File: config.mk
export PLATFORM = sky130hd
export DESIGN_NAME = tdm_demux8
export DESIGN_NICKNAME = d
export VERILOG_FILES = /design/src/rtl/tdm_demux8.sv
export SDC_FILE = /design/constraint.sdc
export NUM_CORES = 1
export LEC_CHECK = 0
export CORE_MARGIN = 3
export CORE_UTILIZATION = 45
export CTS_CLUSTER_SIZE = 8
export DETAILED_ROUTE_END_ITERATION = 8
export PLACE_DENSITY_LB_ADDON = 0.1
export SETUP_SLACK_MARGIN = 0.5
export SYNTH_ARGS = -nofsm -noshare
export SYNTH_HDL_FRONTEND = slang
export SYNTH_SLANG_ARGS = --single-unit
export TNS_END_PERCENT = 5
File: constraint.sdc
create_clock -name CLK -period 4.31 [get_ports CLK]
set_input_delay 0.6465 -clock CLK [delete_from_list [all_inputs] [get_ports CLK]]
set_output_delay 0.6465 -clock CLK [all_outputs]
set_load 0.05 [all_outputs]
File: src/rtl/tdm_demux8.sv
// tdm_demux8: serial time-division demultiplexer, one bit per channel slot.
// Accepted bits collect in a staging register; Q is reloaded only when a full
// frame completes, so it never shows a partially received frame.
// Optional build macro TDM_DEMUX8_PARITY_EN adds a ninth (even parity) slot
// and drives PERR; without it frames are 8 slots and PERR is tied low.
//
// state | meaning
// IDLE  | after reset, waiting for the first accepted bit (always slot 0)
// DATA  | receiving data slots; CH is the slot the next bit lands in
// PAR   | all 8 data slots held, waiting for the parity bit (macro only)
module tdm_demux8 (
  input  logic       CLK,
  input  logic       RST,
  input  logic       EN,
  input  logic       DIN,
  input  logic       DVALID,
  input  logic       SYNC,
  output logic [7:0] Q,
  output logic       FRAME,
  output logic [2:0] CH,
  output logic       PERR
);

`ifdef TDM_DEMUX8_PARITY_EN
  typedef enum logic [1:0] {IDLE = 2'd0, DATA = 2'd1, PAR = 2'd2} state_t;
`else
  typedef enum logic [1:0] {IDLE = 2'd0, DATA = 2'd1} state_t;
`endif

  state_t     state, state_nxt;
  logic [7:0] stg, stg_nxt;
  logic [7:0] q_nxt;
  logic [2:0] ch_nxt;
  logic       frame_nxt;
  logic       accept;
`ifdef TDM_DEMUX8_PARITY_EN
  logic       perr_nxt;
`endif

  // EN is active-low; a bit only counts when DVALID qualifies it too.
  assign accept = ~EN & DVALID;

  // State, staging and output registers; reset wins over every other input.
  always_ff @(posedge CLK) begin
    if (RST) begin
      state <= IDLE;
      stg   <= 8'h00;
      Q     <= 8'h00;
      CH    <= 3'd0;
      FRAME <= 1'b0;
`ifdef TDM_DEMUX8_PARITY_EN
      PERR  <= 1'b0;
`endif
    end else begin
      state <= state_nxt;
      stg   <= stg_nxt;
      Q     <= q_nxt;
      CH    <= ch_nxt;
      FRAME <= frame_nxt;
`ifdef TDM_DEMUX8_PARITY_EN
      PERR  <= perr_nxt;
`endif
    end
  end

`ifndef TDM_DEMUX8_PARITY_EN
  assign PERR = 1'b0;
`endif

  // Next-state and datapath decode; FRAME/PERR default low so they pulse once.
  always_comb begin
    state_nxt = state;
    stg_nxt   = stg;
    q_nxt     = Q;
    ch_nxt    = CH;
    frame_nxt = 1'b0;
`ifdef TDM_DEMUX8_PARITY_EN
    perr_nxt  = 1'b0;
`endif
    if (accept) begin
      case (state)
        IDLE: begin
          stg_nxt[0] = DIN;
          ch_nxt     = 3'd1;
          state_nxt  = DATA;
        end
        DATA: begin
          if (SYNC) begin
            // Frame marker mid-frame: drop what was collected and restart.
            stg_nxt[0] = DIN;
            ch_nxt     = 3'd1;
          end else if (CH == 3'd7) begin
            stg_nxt[7] = DIN;
            ch_nxt     = 3'd0;
`ifdef TDM_DEMUX8_PARITY_EN
            state_nxt  = PAR;
`else
            q_nxt      = {DIN, stg[6:0]};
            frame_nxt  = 1'b1;
`endif
          end else begin
            stg_nxt[CH] = DIN;
            ch_nxt      = CH + 3'd1;
          end
        end
`ifdef TDM_DEMUX8_PARITY_EN
        PAR: begin
          if (SYNC) begin
            stg_nxt[0] = DIN;
            ch_nxt     = 3'd1;
            state_nxt  = DATA;
          end else begin
            // Q takes the frame even when parity is wrong; PERR flags it.
            q_nxt     = stg;
            frame_nxt = 1'b1;
            perr_nxt  = (^stg) ^ DIN;
            ch_nxt    = 3'd0;
            state_nxt = DATA;
          end
        end
`endif
        default: begin
          state_nxt = IDLE;
          ch_nxt    = 3'd0;
        end
      endcase
    end
  end

endmodule

==> results.yml <==
layout:
  layout_common_cells: "dfxtp_1, nand2b_1, clkdlybuf4s50_1"
  area.growth.synth_to_final_pct: 25.2
  multi_input_area_sq_um: 490
  regArea_sq_um: 400
  nets: 118
  num_antenna_cells: 0
  drive_above_1_share_pct: 3.70
  nFillCells: 161
  final_common_cell: "dfxtp_1"
detailed_routing:
  dr.pass1.iters: 3
  vias: 681
  drt-total-wl_um: 1620
  antenna_left: 0
  via_per_inst: 5.12
  drc: 0
  drtIter0Drc: 10
  avgRoutedWirePerCell_um: 12.1
min_path:
  hp-start: "Q[3]$_SDFFE_PP0P_"
  hp-class: "flop to flop"
  min_to: "Q[3]$_SDFFE_PP0P_"
  holdPathStages: 2
synthesis:
  synth_cells: 92
  synth-seq-area-share_pct: 43.8
  syn_area_sq_um: 915
  synth_seq_cells: 20
  yosys_warnings: 0
  syn_avg_cell_area_sq_um: 9.94
  synth_top_cells_by_area: "dfxtp_1, mux2i_1, nand2b_1"
  synth_fp_nets: 101
  synth_cell_types: 26
  synth.top_cell.area_share_pct: 43.8
  synth_top_area_cell: "dfxtp_1"
worst_setup_path:
  cp_top_family: "buffers and inverters"
  required_ns: 3.66
  crit_chain: "clkdlybuf4s50_1"
  path_class: "flop to output port"
  crit_arrival_ns: 1.66
  worstReg2RegEnd: "stg[0]$_SDFFE_PP0P_"
  crit_slowest_cell: "clkdlybuf4s50_1"
  r2r_start: "CH[1]$_SDFFE_PP0N_"
  crit_path_max_fanout: 8
  slowest_delay_ns: 0.87
  r2r_slack_ns: 2.56
  critical_path_buf_inv_count: 1
  reg2regPathDepth: 5
  endpoint_kind: "output port"
  start_kind: "flop"
cts:
  clk_latency_ns: 0.31
  hold_buffers: 0
  clock_sinks: 20
  cts-htree-levels: 1
  clk_path_buf_depth: 2
  cts-root-buf: "clkbuf_4"
  numCtsBuffers: 3
  clk_pin_slew_worst_paths_ns: 0.12
  cts_setup_buffers: 0
  ctsResizeCount: 0
  cts_tree: "done"
run:
  max-cap-violations: 0
die:
  rows: 15
  die_h_um: 51.1
  core_area_sq_um: 1820
  initial_core_util_pct: 50.2
  die_w_um: 51.1
  ios: 19
  die_area_sq_um: 2610
placed_design:
  place_congestion: 0.781
  hpwlAfterDp_um: 1150
  portBuffers: 17
sta:
  slew_headroom_pct: 63.9
  setup_viol: 0
  rsz0062_at_grt: "false"
  period_needed_ns: 2.31
  fin_crit_sh_pct: 53.6
  skew_ns: 0.00711
  finalSetupTns_ns: 0
  drv_slew: 0
  maxClockFrequency_mhz: 433
  finalHoldViolCount: 0
  tightest_slew_ns: 0.540
pwr:
  leakagePower_uw: 0.000459
  intPower_uw: 293
  p_comb_share_pct: 7.0
  power_frac_clock_pct: 41.7
  ir_drop_uv: 176
  p_sw_share_pct: 20.5
  cellPowerDensity_nw_per_um2: 322
  seq_power_share_pct: 51.3
  power.switching_uw: 75.4
  finalPower_uw: 368
status:
  outcome: "completed"
global_routing:
  grt_pass1_wl_um: 2840
  grt_pass1_vias: 647
  grt_usage_pct: 14.8
  grt_max_degree: 23
  antenna_found_initial: 0
  grt_overflow_total: 0
==> layer usage <==
metal,part of all wire (%),GRT usage [%],vias to the layer above
li1,-,-,353
met1,49,17.8,310
met3,5.1,4.08,4
met4,2.4,9.42,0
met2,43,23.0,14
met5,0,0,-
==> worst max-delay path by stage <==
| stage | start | endpoint | slack (ns) | cells after the start |
|---|---|---|---|---|
| 3_3_place_gp | RST | stg[0]$_SDFFE_PP0P_ | 2.05 | 4 |
| 6_report | CH[2]$_SDFFE_PP0N_ | CH[2] | 2.00 | 1 |
| 3_5_place_dp | RST | stg[0]$_SDFFE_PP0P_ | 1.98 | 4 |
| 2_1_floorplan | CH[1]$_SDFFE_PP0N_ | stg[0]$_SDFFE_PP0P_ | 2.43 | 5 |
| 5_1_grt | CH[2]$_SDFFE_PP0N_ | CH[2] | 1.92 | 1 |
| 4_1_cts | CH[2]$_SDFFE_PP0N_ | CH[2] | 2.00 | 1 |
==> kinds of logic (layout without fill, tap and decap cells) <==
family | Yosys count | in the layout | share of synthesized area [%]
adders and majority gates | 3 | 3 | 4.10
and+or+nand+nor | 46 | 46 | 31.6
other | 1 | 1 | 0.410
muxes | 14 | 14 | 15.3
buffers and inverters | 5 | 21 | 2.60
DFF | 20 | 20 | 43.8
AOI/OAI and AO/OA | 3 | 3 | 2.19
==> registers in the layout, summed over array words and instances, names as in the netlist <==
signal	cells
FRAME	1
CH	3
Q	8
state	1
stg	7
==> stage by stage <==
step | instance area, sq um | setup WS [ns] | utilization (%) | std cells | hold WS, ns
5_1_grt | 1140 | 1.92 | 62.9 | 133 | 0.510
6_report | 1140 | 2.00 | 62.9 | 133 | 0.480
4_1_cts | 1140 | 2.00 | 62.9 | 133 | 0.484
3_3_place_gp | 1090 | 2.05 | 60.0 | 129 | 0.457
2_1_floorplan | 915 | 2.43 | - | 92 | 0.458
3_5_place_dp | 1090 | 1.98 | 60.0 | 129 | 0.461
==> power by group through the flow <==
stage	clock network [uW]	logic (uW)	registers (uW)
after CTS	158	25.8	189
after global placement	0	25.2	193
final	154	25.7	189
after global routing	162	28.1	189
after detailed placement	0	25.6	193
after floorplan	0	15.2	195
==> synth_stat cells <==
library cell  instances
a21oi_1               1
a22oi_1               1
and2_1                1
and3b_1               1
and4bb_1              1
buf_2                 1
buf_4                 1
clkbuf_1              3
conb_1                1
dfxtp_1              20
ha_1                  3
mux2i_1              14
nand2_1               3
nand2b_1             18
nand3_1               2
nand3b_1              1
nand4_1               3
nand4b_1              2
nor2_1                5
nor2b_1               2
nor3_1                1
nor3b_1               1
nor4bb_1              2
o21a_1                1
or3_1                 2
or4_1                 1
==> cell type report <==
type                    instances  share of cell area, %
multi-input cells              67                   42.8
flip-flops and latches         20                   35.0
repair buffers                 17                   14.9
well taps                      25                   2.73
clock inverters                 1                   2.62
clock buffers                   3                   1.97
(Power assumes the default switching activity.)
